### src/rtl/tc_rescale_pkg.sv
// Shared widths and constants for the tracklet product rescaler.
// Holds default widths, the rounding constant and saturation bounds.
package tc_rescale_pkg;

    localparam int DEF_DIN_W  = 30;
    localparam int DEF_DOUT_W = 18;
    localparam int DEF_SHIFT  = 12;
    localparam int DEF_TAG_W  = 8;
    localparam int DEF_DEPTH  = 4;

    // Half an output LSB, added before the shift for round-half-up
    function automatic longint round_const(input int shift);
        return longint'(1) << (shift - 1);
    endfunction

    function automatic longint sat_max(input int w);
        return (longint'(1) << (w - 1)) - 1;
    endfunction

    function automatic longint sat_min(input int w);
        return -(longint'(1) << (w - 1));
    endfunction

    localparam longint DEF_RND     = round_const(DEF_SHIFT);
    localparam longint DEF_SAT_MAX = sat_max(DEF_DOUT_W);
    localparam longint DEF_SAT_MIN = sat_min(DEF_DOUT_W);

endpackage

### src/rtl/tc_rescale_fifo.sv
// Small synchronous FIFO carrying {sat, tag, data} rescaler results.
// Ports: clk/rst (async high), wr_en/wr_data, rd_en/rd_data, empty.
module tc_rescale_fifo #(
    parameter int W     = 27,
    parameter int DEPTH = 4
) (
    input  logic         clk,
    input  logic         rst,
    input  logic         wr_en,
    input  logic [W-1:0] wr_data,
    input  logic         rd_en,
    output logic [W-1:0] rd_data,
    output logic         empty
);

    localparam int AW = (DEPTH > 1) ? $clog2(DEPTH) : 1;
    localparam int CW = $clog2(DEPTH + 1);

    logic [W-1:0]  mem_q [DEPTH];
    logic [AW-1:0] wr_ptr_q, wr_ptr_d;
    logic [AW-1:0] rd_ptr_q, rd_ptr_d;
    logic [CW-1:0] cnt_q, cnt_d;
    logic          do_wr, do_rd;

    function automatic logic [AW-1:0] nxt(input logic [AW-1:0] p);
        return (p == AW'(DEPTH - 1)) ? '0 : p + AW'(1);
    endfunction

    // A write into a full FIFO is legal when the head leaves the same cycle
    assign do_rd = rd_en & (cnt_q != '0);
    assign do_wr = wr_en & ((cnt_q != CW'(DEPTH)) | do_rd);
    assign empty = (cnt_q == '0);

    // Head is forced to zero when empty so no stale payload is visible
    assign rd_data = empty ? '0 : mem_q[rd_ptr_q];

    always_comb begin
        wr_ptr_d = wr_ptr_q;
        rd_ptr_d = rd_ptr_q;
        cnt_d    = cnt_q;
        if (do_wr) wr_ptr_d = nxt(wr_ptr_q);
        if (do_rd) rd_ptr_d = nxt(rd_ptr_q);
        if (do_wr & ~do_rd) cnt_d = cnt_q + CW'(1);
        else if (~do_wr & do_rd) cnt_d = cnt_q - CW'(1);
    end

    always_ff @(posedge clk or posedge rst) begin
        if (rst) begin
            wr_ptr_q <= '0;
            rd_ptr_q <= '0;
            cnt_q    <= '0;
        end else begin
            wr_ptr_q <= wr_ptr_d;
            rd_ptr_q <= rd_ptr_d;
            cnt_q    <= cnt_d;
        end
    end

    always_ff @(posedge clk) begin
        if (do_wr) mem_q[wr_ptr_q] <= wr_data;
    end

endmodule

### src/rtl/tc_product_rescaler.sv
// Rounds, shifts and saturates the 30s tracklet product behind a FIFO.
// Ports: din/din_tag valid-ready in, dout/dout_tag/dout_sat valid-ready
// out; ovf_count only when TC_RESCALE_OVF_CNT_EN is defined.
module tc_product_rescaler
    import tc_rescale_pkg::*;
#(
    parameter int DIN_W  = DEF_DIN_W,
    parameter int DOUT_W = DEF_DOUT_W,
    parameter int SHIFT  = DEF_SHIFT,
    parameter int TAG_W  = DEF_TAG_W,
    parameter int DEPTH  = DEF_DEPTH
) (
    input  logic              ap_clk,
    input  logic              ap_rst,
    input  logic              din_valid,
    output logic              din_ready,
    input  logic [DIN_W-1:0]  din,
    input  logic [TAG_W-1:0]  din_tag,
    output logic              dout_valid,
    input  logic              dout_ready,
    output logic [DOUT_W-1:0] dout,
    output logic [TAG_W-1:0]  dout_tag,
    output logic              dout_sat
`ifdef TC_RESCALE_OVF_CNT_EN
    ,
    output logic [15:0]       ovf_count
`endif
);

    localparam int SW = DIN_W + 1;
    localparam int QW = DIN_W + 1 - SHIFT;
    localparam int CW = $clog2(DEPTH + 1);
    localparam int PW = 1 + TAG_W + DOUT_W;

    localparam longint Q_MAX = sat_max(DOUT_W);
    localparam longint Q_MIN = sat_min(DOUT_W);
    localparam logic signed [SW-1:0] RND = SW'(round_const(SHIFT));

    logic [CW-1:0]          cnt_q, cnt_d;
    logic                   s1_valid_q, s1_valid_d;
    logic signed [SW-1:0]   s1_sum_q, s1_sum_d;
    logic [TAG_W-1:0]       s1_tag_q, s1_tag_d;

    logic                   in_acc, out_acc;
    logic signed [QW-1:0]   q;
    longint                 q_l;
    logic [DOUT_W-1:0]      res;
    logic                   sat;
    logic [PW-1:0]          head;
    logic                   fifo_empty;

    assign in_acc     = din_valid & din_ready;
    assign out_acc    = dout_valid & dout_ready;
    assign din_ready  = (cnt_q < CW'(DEPTH)) & ~ap_rst;
    assign dout_valid = ~fifo_empty;

    // cnt covers s1 plus FIFO contents, so a valid s1 always finds room
    always_comb begin
        cnt_d      = cnt_q;
        s1_valid_d = in_acc;
        s1_sum_d   = s1_sum_q;
        s1_tag_d   = s1_tag_q;
        if (in_acc & ~out_acc) cnt_d = cnt_q + CW'(1);
        else if (~in_acc & out_acc) cnt_d = cnt_q - CW'(1);
        if (in_acc) begin
            s1_sum_d = $signed({din[DIN_W-1], din}) + RND;
            s1_tag_d = din_tag;
        end
    end

    always_comb begin
        q   = QW'(s1_sum_q >>> SHIFT);
        q_l = longint'(q);
        res = DOUT_W'(q);
        sat = 1'b0;
        if (q_l > Q_MAX) begin
            res = DOUT_W'(Q_MAX);
            sat = 1'b1;
        end else if (q_l < Q_MIN) begin
            res = DOUT_W'(Q_MIN);
            sat = 1'b1;
        end
    end

    always_ff @(posedge ap_clk or posedge ap_rst) begin
        if (ap_rst) begin
            cnt_q      <= '0;
            s1_valid_q <= 1'b0;
            s1_sum_q   <= '0;
            s1_tag_q   <= '0;
        end else begin
            cnt_q      <= cnt_d;
            s1_valid_q <= s1_valid_d;
            s1_sum_q   <= s1_sum_d;
            s1_tag_q   <= s1_tag_d;
        end
    end

    tc_rescale_fifo #(
        .W     (PW),
        .DEPTH (DEPTH)
    ) u_fifo (
        .clk     (ap_clk),
        .rst     (ap_rst),
        .wr_en   (s1_valid_q),
        .wr_data ({sat, s1_tag_q, res}),
        .rd_en   (dout_ready),
        .rd_data (head),
        .empty   (fifo_empty)
    );

    assign dout     = head[DOUT_W-1:0];
    assign dout_tag = head[DOUT_W +: TAG_W];
    assign dout_sat = head[PW-1];

`ifdef TC_RESCALE_OVF_CNT_EN
    logic [15:0] ovf_q, ovf_d;

    always_comb begin
        ovf_d = ovf_q;
        if (s1_valid_q & sat & (ovf_q != 16'hFFFF))
            ovf_d = ovf_q + 16'd1;
    end

    always_ff @(posedge ap_clk or posedge ap_rst) begin
        if (ap_rst) ovf_q <= '0;
        else        ovf_q <= ovf_d;
    end

    assign ovf_count = ovf_q;
`endif

endmodule

### config.mk
export PLATFORM = sky130hd
export DESIGN_NAME = tc_product_rescaler
export DESIGN_NICKNAME = d
export VERILOG_FILES = /design/src/rtl/tc_rescale_pkg.sv /design/src/rtl/tc_rescale_fifo.sv /design/src/rtl/tc_product_rescaler.sv
export SDC_FILE = /design/constraint.sdc
export NUM_CORES = 1
export LEC_CHECK = 0
export ABC_CLOCK_PERIOD_IN_PS = 2600
export BUFFER_PORTS_ARGS = -buffer_cell sky130_fd_sc_hd__buf_2
export CORE_MARGIN = 2
export CORE_UTILIZATION = 52
export CTS_CLUSTER_SIZE = 12
export DETAILED_ROUTE_END_ITERATION = 16
export PLACE_DENSITY_LB_ADDON = 0.2
export SLEW_MARGIN = 20
export SYNTH_ARGS = -nofsm -noshare
export SYNTH_HDL_FRONTEND = slang
export SYNTH_SLANG_ARGS = --single-unit
### constraint.sdc
create_clock -name ap_clk -period 2.6 [get_ports ap_clk]
set_input_delay 0.39 -clock ap_clk [delete_from_list [all_inputs] [get_ports ap_clk]]
set_output_delay 0.39 -clock ap_clk [all_outputs]
set_load 0.005 [all_outputs]
==> results of run 1 <==
-- path summary, 6_finish.rpt --
kind | startpoint | end | slack (ps) | depth (start not counted)
max in group asynchronous | ap_rst | u_fifo.rd_ptr_q[0]$_DFFE_PP0P_ | 2100 | 3
setup / recovery | u_fifo.rd_ptr_q[0]$_DFFE_PP0P_ | dout[17] | 180 | 4
setup reg to reg | u_fifo.cnt_q[1]$_DFFE_PP0P_ | cnt_q[2]$_DFFE_PP0P_ | 380 | 8
min in group ap_clk | din_tag[6] | s1_tag_q[6]$_DFFE_PP0P_ | 160 | 3
hold reg to reg | s1_sum_q[24]$_DFFE_PP0P_ | s1_sum_q[24]$_DFFE_PP0P_ | 480 | 2
hold / removal | ap_rst | cnt_q[2]$_DFFE_PP0P_ | 110 | 3
-- cells by family after synthesis --
kind of cell / Yosys count
AOI/OAI and AO/OA: 25
adders and majority gates: 18
buffers and inverters: 30
and+or+nand+nor: 147
DFF: 146
xor gates and xnor gates: 19
muxes: 30
-- layout make-up --
cell class	count	area (um2)	area share
Tap cell	143	179	0.0244
Multi-Input combinational cell	239	1880	0.257
Timing Repair Buffer	70	453	0.0618
Clock inverter	15	143	0.0195
Inverter	11	41.3	0.00564
Clock buffer	17	425	0.0581
Sequential cell	146	4200	0.573
-- registers in the layout, indices dropped and copies added (netlist names) --
signal and flops:
u_fifo.mem_q 108, u_fifo.rd_ptr_q 2, u_fifo.cnt_q 3, u_fifo.wr_ptr_q 2
s1_tag_q 8, cnt_q 3, s1_valid_q 1, s1_sum_q 19
-- tightest hold or removal path, cell delays in order --
cell	delay (ps)
sky130_fd_sc_hd__buf_2	110
sky130_fd_sc_hd__inv_1	40
sky130_fd_sc_hd__buf_4	430
-- stage by stage --
| step | setup WS (ps) | cells |
|---|---|---|
| CTS | 43.6 | 641 |
| detailed placement | 427 | 609 |
| finish | 180 | 641 |
| global route | 66.9 | 641 |
| global placement | 452 | 609 |
| floorplan | 127 | 415 |
-- power breakdown --
group / switching [mW] / leakage (nW) / internal, mW
sequential: 0.379 / 1.44 / 3.34
combinational: 1.21 / 1.03 / 1.23
clock: 0.909 / 0.268 / 1.40
-- layout by cell type, fill, tap and decap left out, types with 4 or more instances in the layout --
cell / n
sky130_fd_sc_hd__nor2_1: 30
sky130_fd_sc_hd__buf_4: 5
sky130_fd_sc_hd__nand3_1: 8
sky130_fd_sc_hd__clkbuf_16: 17
sky130_fd_sc_hd__nor3_1: 7
sky130_fd_sc_hd__edfxtp_1: 108
sky130_fd_sc_hd__maj3_1: 8
sky130_fd_sc_hd__inv_1: 9
sky130_fd_sc_hd__nand4_1: 5
sky130_fd_sc_hd__buf_12: 6
sky130_fd_sc_hd__o21ai_0: 16
sky130_fd_sc_hd__and2_1: 33
sky130_fd_sc_hd__mux4_2: 27
sky130_fd_sc_hd__ha_1: 8
sky130_fd_sc_hd__xnor2_1: 14
sky130_fd_sc_hd__buf_2: 59
sky130_fd_sc_hd__nand2_1: 52
sky130_fd_sc_hd__nor4_1: 4
sky130_fd_sc_hd__clkinvlp_4: 4
sky130_fd_sc_hd__dfrtp_1: 37
sky130_fd_sc_hd__xor2_1: 5
-- routing by layer --
| metal | up-vias | routed length [um] | track usage |
|---|---|---|---|
| li1 | 1662 | - | - |
| met5 | - | 0 | 0 |
| met3 | 15 | 430 | 0.0514 |
| met1 | 1692 | 5100 | 0.255 |
| met2 | 93 | 5500 | 0.303 |
| met4 | 0 | 174 | 0.0585 |
-- timing repair --
| action | CTS | global route |
|---|---|---|
| buffers inserted | 0 | 0 |
| gates resized for setup | 0 | 1 |
| endpoints found under the setup margin | 0 | 1 |
==> flow_summary_export.csv, run 1 <==
group,metric,value,unit
yosys,syn_inst_count,415,
floorplanning,io_pins,71,
worst_setup_path,worst-endpoint-required,2210,ps
yosys,synth.cells.most_frequent,"sky130_fd_sc_hd__edfxtp_1, sky130_fd_sc_hd__nand2_1, sky130_fd_sc_hd__dfrtp_1",
min_path,hold_path.class,"input port to async pin",
floorplanning,floorplan.core_area,11500,um2
worst_setup_path,critical-path-max-stage-delay,560,ps
clock_tree,cts_inserted_buffers,17,
sta,max-slew-margin-rel,0.605,
sta,ratio_of_final_minimum_period_to_clock_period,0.931,
outcome,run_status,"finished, violations left",
detailed_routing,via_count,3462,
placed_design,dpl-instance-area,6750,um2
sta,tightestPinTransition,592,ps
finish,design.final.nets,537,
worst_setup_path,end_kind,"output pin",
yosys,ys_dominant_reg_cell,"sky130_fd_sc_hd__edfxtp_1",
yosys,post_synth.cell_area_avg,14.9,um2
worst_setup_path,cells_along_the_critical_path,"buf_12 -> mux4_2 -> and2_1 -> buf_2",
worst_setup_path,critical_path_class,"flop to output pin",
worst_setup_path,critical_path.slowest_cell,"sky130_fd_sc_hd__dfrtp_4",
global_route,grt_overflow,0,
yosys,synth_sequential_area_ratio,0.677,
floorplanning,die_y,113,um
yosys,synth_edf_count,108,
sta,clock.fmax,0.413,GHz
finish,drive_gt1_frac,0.273,
power_and_ir_drop,finalPower,8.47,mW
sta,timing.setup.tns,0,ps
yosys,yosys.area_share.xor_xnor,0.0269,
power_and_ir_drop,power_leakage,2.74,nW
yosys,post_synth_main_area_contributors,"sky130_fd_sc_hd__edfxtp_1, sky130_fd_sc_hd__dfrtp_1, sky130_fd_sc_hd__mux4_2, sky130_fd_sc_hd__and2_1, sky130_fd_sc_hd__nand2_1",
yosys,yosysUniqueCellTypes,36,
floorplanning,row_count,39,
clock_tree,clock-root-buffer,"sky130_fd_sc_hd__clkbuf_16",
power_and_ir_drop,power_per_cell_area,1160,nW/um2
clock_tree,cts-root-to-sink-buffers,2,
yosys,synth.cell_area,6190,um2
sta,final_setup_skew,8.31,ps
sta,fin_crit,2420,ps
sta,hold_viol_final,0,
yosys,synth.most_common_cell,"sky130_fd_sc_hd__edfxtp_1",
sta,final-setup-viol-count,0,
yosys,synth-async-reset-ratio,0.260,
yosys,synth.area.mux_share,0.104,
detailed_routing,wl_per_cell,17.5,um
placed_design,hpwlAfterDp,7100,um
yosys,ys.warnings.count,0,
sta,rsz0062_at_grt,"false",
clock_tree,clock_tree_from_tritoncts,"done",
global_route,vias_in_the_first_global_route,3495,
outcome,failing_checks,"design-rule violations",
worst_setup_path,start_kind,"flop",
floorplanning,fp.dieW,113,um
yosys,simple_gate_share_of_the_synthesized_area,0.114,
yosys,synth-adder-area-share,0.0356,
job,max_cap_violations,0,
yosys,syn_nets,467,
floorplanning,die_area,12800,um2
finish,area_growth_syn_to_layout,18.2,%
finish,fill_cells,853,
sta,timing_max_transition_violations_final,0,
yosys,ys_seq_elements,146,
yosys,post-synth-top-area-fraction,0.524,
detailed_routing,drt.antenna.violating_nets,0,
yosys,dominant_combinational_cell_family_by_area_after_synthesis,"simple AND/OR/NAND/NOR gates",
detailed_routing,vias_per_cell,5.40,
worst_setup_path,worst-path-buf-inv,2,
yosys,synth_area_leader_cell,"sky130_fd_sc_hd__edfxtp_1",
finish,antenna_cells_inserted,0,
global_route,grt.total_usage,0.189,
placed_design,portBuffers,59,
worst_setup_path,timing.critical_path.arrival,2030,ps
global_route,grt_first_pass_wirelength,17900,um
clock_tree,insertion_delay,410,ps
clock_tree,cts.sinks,146,
clock_tree,cts-hold-fix-buffers,0,
clock_tree,clkSlewWorstSetupHoldPaths,60,ps
finish,postLayoutCoreUtil,0.636,
sta,hold-worst-slack,108,ps
worst_setup_path,critical_path.max_fanout,12,
finish,final_design_area_no_fill,7320,um2
detailed_routing,drt_first_pass_iters,10,
global_route,pin_count_of_the_biggest_net_entering_global_routing,41,
detailed_routing,totalWireLength,11200,um
worst_setup_path,critical_path.top_delay_family,"flip-flops",
yosys,synth-compound-area-share,0.0242,
clock_tree,cts-htree-levels,4,
floorplanning,start_util,0.538,
power_and_ir_drop,vdd_drop_max,0.556,mV
detailed_routing,drt_first_iter_violations,198,
detailed_routing,post-route-drc-count,4,
placed_design,place.gp.congestion,0.776,
global_route,grt_antenna_before_repair,0,
(Power assumes the default switching activity.)
==> run 2: changes to the inputs <==
--- a/config.mk
+++ b/config.mk
@@ -9,8 +9,8 @@
 export BUFFER_PORTS_ARGS = -buffer_cell sky130_fd_sc_hd__buf_2
 export CORE_MARGIN = 2
 export CORE_UTILIZATION = 52
-export CTS_CLUSTER_SIZE = 12
 export DETAILED_ROUTE_END_ITERATION = 16
+export MAX_ROUTING_LAYER = met4
 export PLACE_DENSITY_LB_ADDON = 0.2
 export SLEW_MARGIN = 20
 export SYNTH_ARGS = -nofsm -noshare
==> flow_summary_export.csv, run 2 (synthesis gave the netlist of run 1 again) <==
group,metric,value,unit
finish,final_design_area_no_fill,7320,um2
power_and_ir_drop,vdd_drop_max,0.556,mV
worst_setup_path,cp-endpoint,"dout[17]",
clock_tree,cts-root-to-sink-buffers,2,
detailed_routing,wl_per_cell,17.5,um
sta,tightestPinTransition,587,ps
sta,fin_crit,2420,ps
worst_setup_path,start_kind,"flop",
global_route,vias_in_the_first_global_route,3494,
sta,hold_viol_final,0,
placed_design,place.gp.congestion,0.787,
floorplanning,io_pins,71,
clock_tree,clock-root-buffer,"sky130_fd_sc_hd__clkbuf_16",
finish,most_frequent_standard_cell_in_the_layout_excluding_fill_and_tap_cells,"sky130_fd_sc_hd__edfxtp_1",
finish,top_regs,"u_fifo.mem_q x108, s1_sum_q x19, s1_tag_q x8",
sta,max-slew-margin-rel,0.608,
worst_setup_path,timing.critical_path.arrival,2030,ps
global_route,grt.total_usage,0.194,
job,max_cap_violations,0,
sta,timing.setup.tns,0,ps
clock_tree,clkSlewWorstSetupHoldPaths,60,ps
sta,rsz0062_at_grt,"false",
global_route,grt_first_pass_wirelength,17900,um
worst_setup_path,rrSetupSlack,380,ps
worst_setup_path,worstSetupStartpoint,"u_fifo.rd_ptr_q[0]$_DFFE_PP0P_",
detailed_routing,totalWireLength,11200,um
detailed_routing,drt_first_pass_iters,11,
floorplanning,floorplan.core_area,11500,um2
clock_tree,cts.sinks,146,
outcome,failing_checks,"design-rule violations",
sta,final_setup_skew,8.25,ps
floorplanning,die_area,12800,um2
clock_tree,cts-hold-fix-buffers,0,
sta,ratio_of_final_minimum_period_to_clock_period,0.932,
clock_tree,cts_inserted_buffers,17,
sta,clock.fmax,0.413,GHz
finish,layout.cells.most_common_list,"sky130_fd_sc_hd__edfxtp_1, sky130_fd_sc_hd__buf_2, sky130_fd_sc_hd__nand2_1",
floorplanning,row_count,39,
power_and_ir_drop,power_leakage,2.74,nW
finish,design.final.nets,537,
floorplanning,start_util,0.538,
placed_design,hpwlAfterDp,7100,um
sta,timing_max_transition_violations_final,0,
clock_tree,clock_tree_from_tritoncts,"done",
power_and_ir_drop,power_per_cell_area,1160,nW/um2
outcome,run_status,"finished, violations left",
sta,final-setup-viol-count,0,
worst_setup_path,r2r-end,"cnt_q[2]$_DFFE_PP0P_",
worst_setup_path,end_kind,"output pin",
min_path,hold_path.class,"input port to async pin",
finish,antenna_cells_inserted,0,
worst_setup_path,r2r.worst_path.cells,8,
floorplanning,die_y,113,um
worst_setup_path,timing.rr.start,"u_fifo.cnt_q[1]$_DFFE_PP0P_",
detailed_routing,post-route-drc-count,4,
worst_setup_path,critical_path.max_fanout,12,
detailed_routing,via_count,3467,
clock_tree,cts-htree-levels,4,
clock_tree,insertion_delay,420,ps
finish,reg_with_most_ffs,"u_fifo.mem_q",
detailed_routing,drt_first_iter_violations,207,
finish,area_growth_syn_to_layout,18.2,%
global_route,grt_overflow,0,
floorplanning,fp.dieW,113,um
finish,flip_flop_count_of_the_largest_register_all_copies_and_words_added,108,
finish,drive_gt1_frac,0.273,
detailed_routing,drt.antenna.violating_nets,0,
global_route,pin_count_of_the_biggest_net_entering_global_routing,41,
worst_setup_path,worst-endpoint-required,2210,ps
placed_design,dpl-instance-area,6750,um2
worst_setup_path,critical_path_class,"flop to output pin",
global_route,grt_antenna_before_repair,0,
placed_design,portBuffers,59,
detailed_routing,vias_per_cell,5.41,
-- run 2: cell counts in the layout (fill, tap and decap cells not counted) --
No cell type changed its count.
-- run 2: metal layers --
layer	share of wire	wire length, um	up-vias	GRT usage
met1	0.45	5030	1688	0.255
met5	0	0	-	-
met2	0.49	5480	101	0.303
li1	-	-	1663	-
met4	0.016	182	0	0.0610
met3	0.046	514	15	0.0498
-- run 2: layout make-up --
type / count / area [um2]
inverter: 11 / 41.3
clock buffer: 17 / 425
sequential: 146 / 4200
fill: 853 / 4190
clock inverter: 15 / 143
multi-input combinational: 239 / 1880
tap: 143 / 179
timing repair buffer: 70 / 453
-- run 2: what timing repair did --
action / CTS / global route
endpoints found under the setup margin: 0 / 1
gates resized for setup: 0 / 1
setup buffers: 0 / 0
-- run 2: critical path, stage by stage, from the launching register on --
cell and delay [ps]:
sky130_fd_sc_hd__dfrtp_4 570, sky130_fd_sc_hd__buf_12 200, sky130_fd_sc_hd__mux4_2 520, sky130_fd_sc_hd__and2_1 200
sky130_fd_sc_hd__buf_2 130
-- run 2: worst min path at each step --
stage | to | start | slack (ps) | cells after the start
final | cnt_q[2]$_DFFE_PP0P_ | ap_rst | 100 | 3
after global routing | cnt_q[2]$_DFFE_PP0P_ | ap_rst | 140 | 3
after CTS | cnt_q[2]$_DFFE_PP0P_ | ap_rst | 120 | 3
after detailed placement | s1_sum_q[24]$_DFFE_PP0P_ | s1_sum_q[24]$_DFFE_PP0P_ | 470 | 2
after global placement | s1_sum_q[12]$_DFFE_PP0P_ | s1_sum_q[12]$_DFFE_PP0P_ | 460 | 2
after floorplan | s1_sum_q[12]$_DFFE_PP0P_ | s1_sum_q[12]$_DFFE_PP0P_ | 450 | 2
-- run 2: power by group --
part / leakage, nW / switching, mW / internal (mW)
Sequential: 1.44 / 0.381 / 3.34
Combinational: 1.03 / 1.21 / 1.23
Clock: 0.268 / 0.911 / 1.40
Total: 2.74 / 2.50 / 5.97
-- run 2: metrics by stage --
stage	cells	total power [mW]	hold WS [ps]	setup WS [ps]	utilization
finish	641	8.47	105	178	0.636
global route	641	8.96	141	63.9	0.636
CTS	641	8.55	118	43.6	0.636
detailed placement	609	6.23	471	427	0.586
global placement	609	6.11	464	452	0.586
floorplan	415	5.29	448	127	-
==> run 3: changes to the inputs <==
--- a/config.mk
+++ b/config.mk
@@ -5,14 +5,13 @@
 export SDC_FILE = /design/constraint.sdc
 export NUM_CORES = 1
 export LEC_CHECK = 0
-export ABC_CLOCK_PERIOD_IN_PS = 2600
-export BUFFER_PORTS_ARGS = -buffer_cell sky130_fd_sc_hd__buf_2
+export BUFFER_PORTS_ARGS = -buffer_cell sky130_fd_sc_hd__clkbuf_2
 export CORE_MARGIN = 2
 export CORE_UTILIZATION = 52
 export DETAILED_ROUTE_END_ITERATION = 16
 export MAX_ROUTING_LAYER = met4
 export PLACE_DENSITY_LB_ADDON = 0.2
-export SLEW_MARGIN = 20
+export SLEW_MARGIN = 5
 export SYNTH_ARGS = -nofsm -noshare
 export SYNTH_HDL_FRONTEND = slang
 export SYNTH_SLANG_ARGS = --single-unit
==> flow_summary_export.csv, run 3 (synthesis gave the netlist of run 1 again) <==
group,metric,value,unit
clock_tree,cts.sinks,146,
floorplanning,die_y,113,um
worst_setup_path,critical-path-max-stage-delay,710,ps
clock_tree,postCtsSetupRepairBufs,0,
global_route,vias_in_the_first_global_route,3486,
worst_setup_path,worst-endpoint-required,2210,ps
power_and_ir_drop,power_leakage,2.77,nW
worst_setup_path,r2r.worst_path.cells,8,
clock_tree,clock_tree_from_tritoncts,"done",
detailed_routing,vias_per_cell,5.36,
placed_design,portBuffers,59,
worst_setup_path,critical_path_class,"flop to output pin",
placed_design,numPlacedInstances,609,
detailed_routing,drt.antenna.violating_nets,0,
worst_setup_path,timing.rr.start,"u_fifo.cnt_q[1]$_DFFE_PP0P_",
detailed_routing,wl_per_cell,17.1,um
sta,clock.fmax,0.417,GHz
global_route,grt_antenna_before_repair,0,
sta,timing.setup.tns,0,ps
worst_setup_path,critical_path.max_fanout,19,
sta,max-slew-margin-rel,0.566,
finish,design.final.nets,537,
detailed_routing,post-route-drc-count,4,
global_route,pin_count_of_the_biggest_net_entering_global_routing,41,
finish,flip_flop_count_of_the_largest_register_all_copies_and_words_added,108,
detailed_routing,drt_first_pass_iters,11,
placed_design,hpwlAfterDp,6840,um
clock_tree,clkSlewWorstSetupHoldPaths,60,ps
sta,tightestPinTransition,650,ps
outcome,run_status,"finished, violations left",
finish,fin_cells,640,
sta,rsz0062_at_grt,"false",
worst_setup_path,critical_path.slowest_cell,"sky130_fd_sc_hd__dfrtp_1",
worst_setup_path,rrSetupSlack,400,ps
clock_tree,clock-root-buffer,"sky130_fd_sc_hd__clkbuf_16",
floorplanning,row_count,39,
sta,ratio_of_final_minimum_period_to_clock_period,0.922,
placed_design,place.gp.congestion,0.780,
clock_tree,ctsResizeCount,0,
finish,reg_with_most_ffs,"u_fifo.mem_q",
clock_tree,insertion_delay,410,ps
global_route,grt.total_usage,0.193,
power_and_ir_drop,vdd_drop_max,0.514,mV
power_and_ir_drop,power_per_cell_area,1180,nW/um2
floorplanning,die_area,12800,um2
detailed_routing,drt_first_iter_violations,226,
job,max_cap_violations,0,
detailed_routing,via_count,3431,
finish,drive_gt1_frac,0.272,
finish,antenna_cells_inserted,0,
finish,most_frequent_standard_cell_in_the_layout_excluding_fill_and_tap_cells,"sky130_fd_sc_hd__edfxtp_1",
floorplanning,io_pins,71,
sta,hold_viol_final,0,
worst_setup_path,start_kind,"flop",
global_route,grt_overflow,0,
clock_tree,cts-root-to-sink-buffers,2,
sta,fin_crit,2400,ps
worst_setup_path,critical_path.top_delay_family,"flip-flops",
worst_setup_path,r2r-end,"cnt_q[2]$_DFFE_PP0P_",
finish,postLayoutCoreUtil,0.639,
clock_tree,cts_inserted_buffers,17,
sta,final_setup_skew,13.7,ps
power_and_ir_drop,finalPower,8.65,mW
worst_setup_path,timing.critical_path.arrival,2010,ps
clock_tree,cts-hold-fix-buffers,0,
finish,top_regs,"u_fifo.mem_q x108, s1_sum_q x19, s1_tag_q x8",
sta,timing_max_transition_violations_final,0,
finish,layout.cells.most_common_list,"sky130_fd_sc_hd__edfxtp_1, sky130_fd_sc_hd__clkbuf_2, sky130_fd_sc_hd__nand2_1",
finish,area_growth_syn_to_layout,18.8,%
worst_setup_path,end_kind,"output pin",
finish,fill_cells,847,
detailed_routing,totalWireLength,10900,um
global_route,grt_first_pass_wirelength,18000,um
clock_tree,cts-htree-levels,4,
min_path,hold_path.class,"input port to async pin",
worst_setup_path,cells_along_the_critical_path,"buf_12 -> mux4_2 -> and2_1 -> clkbuf_2",
floorplanning,floorplan.core_area,11500,um2
floorplanning,start_util,0.538,
sta,final-setup-viol-count,0,
worst_setup_path,worst-path-buf-inv,2,
outcome,failing_checks,"design-rule violations",
floorplanning,fp.dieW,113,um
==> run 3: changes by cell type in the layout (fill, tap and decap cells not counted), sizes merged <==
| cell | change |
|---|---|
| clkbuf | +62 |
| buf | -59 |
| clkinv | -4 |
| bufinv | +2 |
| clkinvlp | -1 |
| inv | -1 |
==> run 3: per-stage QoR <==
stage	instance area (um2)	setup WS (ps)	hold slack, ps
after CTS	7360	166	111
after floorplan	6190	127	448
after detailed placement	6740	404	471
final	7360	203	102
after global placement	6740	451	464
after global routing	7360	126	144
==> run 3: worst max-delay path by stage <==
stage	start	endpoint	slack, ps	cells past startpoint
after floorplan	ap_rst	cnt_q[2]$_DFFE_PP0P_	130	10
after global placement	u_fifo.cnt_q[1]$_DFFE_PP0P_	cnt_q[2]$_DFFE_PP0P_	450	8
after detailed placement	u_fifo.cnt_q[1]$_DFFE_PP0P_	cnt_q[2]$_DFFE_PP0P_	400	8
after CTS	u_fifo.rd_ptr_q[1]$_DFFE_PP0P_	dout[1]	170	4
after global routing	u_fifo.rd_ptr_q[1]$_DFFE_PP0P_	dout[1]	130	4
final	u_fifo.rd_ptr_q[1]$_DFFE_PP0P_	dout[1]	200	4
==> run 3: layer usage <==
| layer | routed length (um) | vias to the layer above | global-route usage |
|---|---|---|---|
| li1 | - | 1662 | - |
| met1 | 5050 | 1665 | 0.266 |
| met2 | 5270 | 98 | 0.288 |
| met3 | 521 | 6 | 0.0423 |
| met4 | 82 | 0 | 0.0683 |
| met5 | 0 | - | - |
==> run 3: worst reg2reg max path, cell delays in order (launching register included) <==
cell and delay, ps:
sky130_fd_sc_hd__dfrtp_1 420, sky130_fd_sc_hd__or3_1 370, sky130_fd_sc_hd__nand2_1 230, sky130_fd_sc_hd__ha_1 250, sky130_fd_sc_hd__inv_1 60, sky130_fd_sc_hd__fa_1 370, sky130_fd_sc_hd__xor2_1 150, sky130_fd_sc_hd__nor2_1 110
sky130_fd_sc_hd__xor2_1 160
==> run 3: report_power, final <==
part / internal [mW] / leakage, nW / total (mW) / switching [mW]
sequential: 3.34 / 1.44 / 3.67 / 0.334
combinational: 1.21 / 1.04 / 2.47 / 1.27
clock: 1.64 / 0.293 / 2.50 / 0.863
==> run 3: layout make-up <==
| cell class | instances | area, um2 | area share |
|---|---|---|---|
| Clock buffer | 20 | 457 | 0.0621 |
| Inverter | 11 | 41.3 | 0.00561 |
| Sequential cell | 146 | 4200 | 0.570 |
| Clock inverter | 11 | 160 | 0.0218 |
| Tap cell | 143 | 179 | 0.0243 |
| Multi-Input combinational cell | 239 | 1880 | 0.256 |
| Timing Repair Buffer | 70 | 440 | 0.0599 |
